`src/rtl/ethernet_mmio_arbiter.sv`:
```
// rtl/ethernet_mmio_arbiter.sv - two-requester round-robin MMIO arbiter with in-order response ID FIFO
// Optional accept counters enabled by `define ETH_MMIO_ARB_PERF_EN.
module ethernet_mmio_arbiter #(
  parameter int data_width_p = 32,
  parameter int addr_width_p = 14,
  parameter int size_width_p = 2,
  parameter int els_p        = 2
) (
  input  logic                      clk_i,
  input  logic                      reset_i,
`ifdef ETH_MMIO_ARB_PERF_EN
  input  logic                      perf_clear_i,
  output logic [31:0]               perf_grant_o,
`endif
  input  logic [1:0]                req_v_i,
  input  logic [1:0]                req_w_i,
  input  logic [2*addr_width_p-1:0] req_addr_i,
  input  logic [2*size_width_p-1:0] req_size_i,
  input  logic [2*data_width_p-1:0] req_data_i,
  output logic [1:0]                req_ready_and_o,
  output logic [1:0]                resp_v_o,
  output logic [data_width_p-1:0]   resp_data_o,
  output logic                      resp_err_o,
  input  logic [1:0]                resp_ready_and_i,
  output logic [addr_width_p-1:0]   mm_addr_o,
  output logic                      mm_write_en_o,
  output logic                      mm_read_en_o,
  output logic [size_width_p-1:0]   mm_op_size_o,
  output logic [data_width_p-1:0]   mm_write_data_o,
  input  logic                      mm_ready_and_i,
  input  logic                      mm_decode_error_i,
  input  logic                      mm_valid_i,
  input  logic [data_width_p-1:0]   mm_read_data_i,
  output logic                      mm_ready_and_o
);

  localparam int ptr_w_lp = (els_p > 1) ? $clog2(els_p) : 1;
  localparam int cnt_w_lp = $clog2(els_p + 1);

  logic                last_grant_q, last_grant_d;
  logic [els_p-1:0]    fifo_id_q, fifo_id_d;
  logic [els_p-1:0]    fifo_err_q, fifo_err_d;
  logic [ptr_w_lp-1:0] wptr_q, wptr_d;
  logic [ptr_w_lp-1:0] rptr_q, rptr_d;
  logic [cnt_w_lp-1:0] count_q, count_d;

  logic grant_v, grant_id, nonempty, hid, herr, can_push, push, pop;

  function automatic logic [ptr_w_lp-1:0] ptr_inc(input logic [ptr_w_lp-1:0] p);
    return (p == ptr_w_lp'(els_p - 1)) ? '0 : p + ptr_w_lp'(1);
  endfunction

  // Pop is resolved before push so a full FIFO can accept into the slot being freed.
  always_comb begin
    grant_v        = |req_v_i;
    grant_id       = (req_v_i == 2'b11) ? ~last_grant_q : req_v_i[1];
    nonempty       = (count_q != '0);
    hid            = fifo_id_q[rptr_q];
    herr           = fifo_err_q[rptr_q];
    mm_ready_and_o = nonempty & resp_ready_and_i[hid];
    pop            = mm_valid_i & mm_ready_and_o;
    can_push       = (count_q < cnt_w_lp'(els_p)) | pop;
    push           = grant_v & can_push & mm_ready_and_i;
  end

  always_comb begin
    mm_addr_o       = grant_id ? req_addr_i[addr_width_p +: addr_width_p] : req_addr_i[0 +: addr_width_p];
    mm_op_size_o    = grant_id ? req_size_i[size_width_p +: size_width_p] : req_size_i[0 +: size_width_p];
    mm_write_data_o = grant_id ? req_data_i[data_width_p +: data_width_p] : req_data_i[0 +: data_width_p];
    mm_write_en_o   = grant_v & can_push & req_w_i[grant_id];
    mm_read_en_o    = grant_v & can_push & ~req_w_i[grant_id];
    req_ready_and_o = '0;
    if (push) req_ready_and_o[grant_id] = 1'b1;
    resp_v_o        = '0;
    if (nonempty) resp_v_o[hid] = mm_valid_i;
    resp_data_o     = mm_read_data_i;
    resp_err_o      = herr;
  end

  always_comb begin
    last_grant_d = last_grant_q;
    fifo_id_d    = fifo_id_q;
    fifo_err_d   = fifo_err_q;
    wptr_d       = wptr_q;
    rptr_d       = rptr_q;
    count_d      = count_q;
    if (push) begin
      fifo_id_d[wptr_q]  = grant_id;
      fifo_err_d[wptr_q] = mm_decode_error_i;
      wptr_d             = ptr_inc(wptr_q);
      last_grant_d       = grant_id;
    end
    if (pop) rptr_d = ptr_inc(rptr_q);
    case ({push, pop})
      2'b10:   count_d = count_q + cnt_w_lp'(1);
      2'b01:   count_d = count_q - cnt_w_lp'(1);
      default: count_d = count_q;
    endcase
  end

  always_ff @(posedge clk_i or posedge reset_i) begin
    if (reset_i) begin
      last_grant_q <= 1'b1;
      fifo_id_q    <= '0;
      fifo_err_q   <= '0;
      wptr_q       <= '0;
      rptr_q       <= '0;
      count_q      <= '0;
    end else begin
      last_grant_q <= last_grant_d;
      fifo_id_q    <= fifo_id_d;
      fifo_err_q   <= fifo_err_d;
      wptr_q       <= wptr_d;
      rptr_q       <= rptr_d;
      count_q      <= count_d;
    end
  end

`ifdef ETH_MMIO_ARB_PERF_EN
  logic [15:0] cnt0_q, cnt0_d, cnt1_q, cnt1_d;

  always_comb begin
    cnt0_d = cnt0_q;
    cnt1_d = cnt1_q;
    if (perf_clear_i) begin
      cnt0_d = '0;
      cnt1_d = '0;
    end else if (push) begin
      if (grant_id) begin
        if (cnt1_q != 16'hFFFF) cnt1_d = cnt1_q + 16'd1;
      end else begin
        if (cnt0_q != 16'hFFFF) cnt0_d = cnt0_q + 16'd1;
      end
    end
  end

  always_ff @(posedge clk_i or posedge reset_i) begin
    if (reset_i) begin
      cnt0_q <= '0;
      cnt1_q <= '0;
    end else begin
      cnt0_q <= cnt0_d;
      cnt1_q <= cnt1_d;
    end
  end

  assign perf_grant_o = {cnt1_q, cnt0_q};
`endif

`ifndef SYNTHESIS
  // A response with nothing outstanding means the memory map broke the one-response-per-accept contract.
  assert property (@(posedge clk_i) disable iff (reset_i) !(mm_valid_i && !nonempty))
    else $error("ethernet_mmio_arbiter: mm_valid_i with no outstanding request");
`endif

endmodule
```
`config.mk`:
```
export PLATFORM = sky130hd
export DESIGN_NAME = ethernet_mmio_arbiter
export DESIGN_NICKNAME = d
export VERILOG_FILES = /design/src/rtl/ethernet_mmio_arbiter.sv
export SDC_FILE = /design/constraint.sdc
export NUM_CORES = 1
export LEC_CHECK = 0
export CAP_MARGIN = 25
export CELL_PAD_IN_SITES_DETAIL_PLACEMENT = 0
export CELL_PAD_IN_SITES_GLOBAL_PLACEMENT = 1
export CORE_UTILIZATION = 12
export CTS_CLUSTER_DIAMETER = 120
export DETAILED_ROUTE_END_ITERATION = 7
export PLACE_DENSITY_LB_ADDON = 0.08
export SLEW_MARGIN = 5
export SYNTH_ARGS = -nofsm -noshare
export SYNTH_HDL_FRONTEND = slang
export SYNTH_SLANG_ARGS = --single-unit
```
`constraint.sdc`:
```
create_clock -name clk_i -period 2.3 [get_ports clk_i]
set_clock_uncertainty 0.15 [all_clocks]
set_input_delay 0.46 -clock clk_i [delete_from_list [all_inputs] [get_ports clk_i]]
set_output_delay 0.46 -clock clk_i [all_outputs]
set_load 0.05 [all_outputs]
```
# Word-level counts from Yosys, hierarchy flattened
# Index checks and enable logic that the tools add are counted.
totals:
  word_cells: 62
  ff_bits: 9
  input_bits: 139
  out_inout_bits: 88
op_classes:
  muxes: 25
  n_bitwise: 10
  add_sub_neg: 4
  n_reduce_logical: 6
  n_eq_ne: 3
  n_lt_le_gt_ge: 8
ops:
  columns: ["op", "n"]
  rows:
  - ["32-bit 2-to-1 mux", 1]
  - ["1-bit 2-to-1 mux", 14]
  - ["14-bit 2-to-1 mux", 1]
  - ["1-bit by 2-bit < comparator with 1-bit output, second input constant", 4]
  - ["1-bit AND", 6]
  - ["2-bit 2-to-1 mux", 3]
  - ["2-bit bitwise mux", 2]
  - ["2-bit == test, second input constant", 2]
  - ["2-bit case mux with 2 select lines", 1]
  - ["2-bit nonzero test", 2]
  - ["1-bit demux with 1-bit select", 3]
  - ["1-bit greater-or-equal comparator, second input constant", 3]
  - ["1-bit logical AND", 3]
  - ["1-bit adder, second input constant", 2]
  - ["2-bit by 1-bit adder with 2-bit output, second input constant", 1]
  - ["2-bit AND", 1]
  - ["2-bit by 1-bit == test with 1-bit output, second input constant", 1]
  - ["2-bit < comparator, second input constant", 1]
  - ["1-bit NOT", 2]
  - ["2-bit OR reduction", 1]
  - ["2-bit by 1-bit subtractor with 2-bit output, second input constant", 1]
  - ["1-bit bitwise OR", 1]

# Logic depth before layout (Yosys ltp)
depth:
  word_depth: 11
  depth_mapped: 8
  ltp_nobuf: 7

# Worst setup path after synthesis
# Ideal clock, no wire load.
synth_timing:
  kind: "flip-flop to output port"
  start: "reg rptr_q"
  end: "out req_ready_and_o[1]"
  t_arrival_ps: 2493
  required_ps: 1690
  n_path_buf: 0
  stages_incl_launch_ff: 5
  path_slack_ps: -803
  cell_sequence: "dfrtp_1 mux2i_1 mux2_4 and2_1 nor3b_1"
synth_between:
  elab_chain_cells: 10
synth_rtl:
  columns: ["item", "line", "text"]
  rows:
  - ["start, declared", "44", "logic [ptr_w_lp-1:0] rptr_q, rptr_d;"]
  - ["start signal, assigned", "114", "rptr_q <= rptr_d;"]
  - ["1-bit 2-to-1 mux (implied by the code) (2 in a row)", "58", "hid = fifo_id_q[rptr_q];"]
  - ["1-bit 2-to-1 mux (implied by the code) (2 in a row)", "60", "mm_ready_and_o = nonempty & resp_ready_and_i[hid];"]
  - ["1-bit AND", "60", null]
  - ["1-bit AND", "61", "pop = mm_valid_i & mm_ready_and_o;"]
  - ["1-bit bitwise OR", "62", "can_push = (count_q < cnt_w_lp'(els_p)) | pop;"]
  - ["1-bit AND (2 in a row)", "63", "push = grant_v & can_push & mm_ready_and_i;"]
  - ["2-bit 2-to-1 mux", "73", "if (push) req_ready_and_o[grant_id] = 1'b1;"]
  - ["end, declared", "20", "output logic [1:0] req_ready_and_o,"]
# Every way passes these cells. The select of a mux whose other input is x is not followed.

# Final worst setup path
# Same ends and word-level chain as after synthesis.

==> results <==
==> power by group through the flow <==
stage	logic, uW	registers (uW)	clock network [uW]
CTS	2520	326	319
finish	2460	325	314
floorplan	1370	291	0
detailed placement	1960	329	0
global route	2590	338	330
global placement	1990	327	0
==> area by class of cell <==
| cell class | count | share of cell area, % |
|---|---|---|
| clock buffer | 3 | 1.96 |
| timing repair buffer | 190 | 58.9 |
| sequential | 9 | 5.92 |
| inverter | 4 | 0.392 |
| multi-input combinational | 88 | 28.2 |
| clock inverter | 1 | 0.131 |
| tap | 140 | 4.58 |
==> routing by layer <==
layer | track usage [%] | part of all wire (%) | up-vias
li1 | - | - | 772
met1 | 13.3 | 37 | 782
met2 | 20.5 | 52 | 112
met3 | 5.44 | 11 | 2
met4 | 0.869 | 0.10 | 0
met5 | 0 | 0 | -
==> repair_timing <==
item,CTS,global route
setup buffers,11,3
endpoints found under the setup margin,53,50
gates resized for setup,149,13
pin swaps,5,3
cloned,7,0
==> worst max path at each step <==
stage | slack [ps] | to | startpoint | depth (start not counted)
after floorplan | -60 | req_ready_and_o[1] | rptr_q | 4
after global placement | -310 | mm_write_data_o[14] | req_v_i[1] | 5
after detailed placement | -320 | mm_write_data_o[24] | req_v_i[1] | 5
after CTS | -150 | req_ready_and_o[1] | rptr_q | 5
after global routing | -220 | req_ready_and_o[1] | rptr_q | 5
final | -130 | req_ready_and_o[1] | rptr_q | 5
==> kinds of logic after synthesis <==
logic type               share of synthesized area (%)
multiplexers                                      46.3
buffers and inverters                             21.2
AND/OR/NAND/NOR                                   5.04
AO/OA/AOI/OAI                                     6.78
flip-flops                                        16.6
XOR/XNOR                                          3.21
adder cells (fa/ha/maj)                          0.916
==> critical path: cells and delay by family, from the launching register on <==
kind	cells	cell delay, ps
simple gates	2	420
buf+inv	1	170
mux	2	620
flops	1	370
==> cells in the mapped netlist, types with 2 or more instances <==
cell type  number
inv_1           4
buf_2           6
a21oi_1         2
dfrtp_1         8
o21ai_0         2
mux2i_1         2
o211ai_1        2
mux2_2         53
a211oi_2        2
nor2_1          7
xnor2_1         4
buf_4          32
nand2b_1        2
==> metrics by stage <==
| step | setup TNS (ps) | cells | worst slack (ps) | hold WS [ps] | util [%] |
|---|---|---|---|---|---|
| floorplan | -109 | 140 | -60.7 | 137 | - |
| global placement | -15880 | 417 | -309 | 349 | 27.4 |
| detailed placement | -16190 | 417 | -316 | 347 | 27.4 |
| CTS | -2300 | 439 | -154 | 355 | 35.4 |
| global route | -586 | 435 | -222 | 382 | 34.8 |
| finish | -198 | 435 | -134 | 343 | 34.8 |
==> state kept, by name (all words and copies together), names as in the netlist <==
register      flops
rptr_q            1
count_q           2
wptr_q            1
fifo_id_q         2
fifo_err_q        2
last_grant_q      1
==> flow_metrics.py <==
metrics = {
    "status": {
        "outcome": "finished with violations",
        "violations": "negative setup slack",
    },
    "timing": {
        "fin_crit_ps": 2430,
        "rsz0062_at_grt": "true",
        "relSlewSlack_pct": 64.2,
        "max_slew.worst_pin.slew_ps": 531,
        "slew_violations": 0,
        "fmax_mhz": 411,
        "hold_viol": 0,
        "fin_ws_ps": -134,
        "fin_crit_sh_pct": 106,
        "setup_violations": 4,
    },
    "setup_path": {
        "crit_required_ps": 1690,
        "timing_worst_setup_path_type": "flip-flop to output port",
        "reg2reg_setup_slack_ps": 110,
        "startpoint_type": "flip-flop",
        "cp_max_fo": 4,
        "arrival_ps": 1820,
        "reg2reg_depth": 7,
        "endpoint_kind": "output port",
        "crit_slowest_cell": "dfrtp_1",
        "r2r_end": "count_q[1]",
        "cp_cell_sequence": "mux2i_2, mux2_4, and2_4, nor3b_4, buf_12",
        "worst_path_largest_cell_delay_ps": 370,
        "r2r-start": "rptr_q",
    },
    "routing": {
        "vias": 1668,
        "first_pass_iters": 3,
        "ant_nets": 0,
        "drc": 0,
        "wirelength_um": 7010,
        "drt-initial-drc-count": 17,
        "wl_per_cell_um": 16.1,
        "vias_per_cell": 3.83,
    },
    "power": {
        "p_int_uw": 1750,
        "total_leakage_power_uw": 0.00166,
        "sw_frac_of_total_pct": 43.6,
        "ir_drop_mv": 0.546,
        "pwr_density_cell_nw_per_um2": 810,
        "switching_power_uw": 1350,
        "seq_power_share_pct": 10.5,
        "power_uw": 3100,
        "p_clk_share_pct": 10.1,
        "p_comb_share_pct": 79.4,
    },
    "layout": {
        "final_cell_mix": "101 x clkdlybuf4s50_1, 44 x buf_8, 42 x mux2_4",
        "area_delta_synth_final_pct": 180,
        "multi_input_area_um2": 1080,
        "final_nets": 436,
        "seqCellArea_um2": 226,
        "layout-drive-gt1-share_pct": 52.5,
        "stdcell_area_um2": 3830,
        "diodes": 0,
        "fillers": 1118,
        "final_common_cell": "clkdlybuf4s50_1",
    },
    "global_route": {
        "grt_usage_pct": 11.7,
        "gr-total-overflow": 0,
        "grt_pass1_wl_um": 10400,
        "grt_max_degree": 10,
        "first_global_vias": 1942,
        "antenna_found_initial": 0,
    },
    "clock_network": {
        "cts_hold_repair.buffers": 0,
        "cts.htree.levels": 1,
        "cts_made_buffers": 3,
        "path_clk_slew_ps": 40,
        "clock_latency_ps": 240,
        "cts_sinks": 9,
        "clockBufferDepth": 2,
        "cts_tree": "built",
        "cts_root_buffer": "clkbuf_16",
    },
    "placed_design": {
        "place.gp.congestion": 0.702,
        "portBuffers": 162,
        "dp_hpwl_um": 5460,
        "placed_area_um2": 3010,
    },
    "floorplan": {
        "initial_core_util_pct": 12.4,
        "io_pins": 227,
        "dieArea_um2": 11800,
        "coreArea_um2": 11000,
        "die_h_um": 109,
        "rows": 38,
        "die_w_um": 109,
    },
    "yosys": {
        "synth_top_area_share_pct": 43.7,
        "synth_area_leader_cell": "mux2_2",
        "synth_nets": 280,
        "synth_warnings": 0,
        "syn-cell-area_um2": 1370,
        "ys.flop_type": "dfrtp_1",
        "synthTopCellsByArea": "mux2_2 44%, buf_4 18%, dfrtp_1 15%",
        "yosysUniqueCellTypes": 27,
        "synth_edf_count": 0,
        "syn_inst": 140,
        "ys_seq_area_share_pct": 16.6,
        "synthArstFlopShare_pct": 100,
        "syn_area_per_cell_um2": 9.75,
        "synth_seq_cells": 9,
    },
    "hold_path": {
        "hold_class": "primary input to async pin",
    },
    "run": {
        "max_cap_violations": 0,
    },
}
No activity file was read; power rests on OpenSTA's default activity.
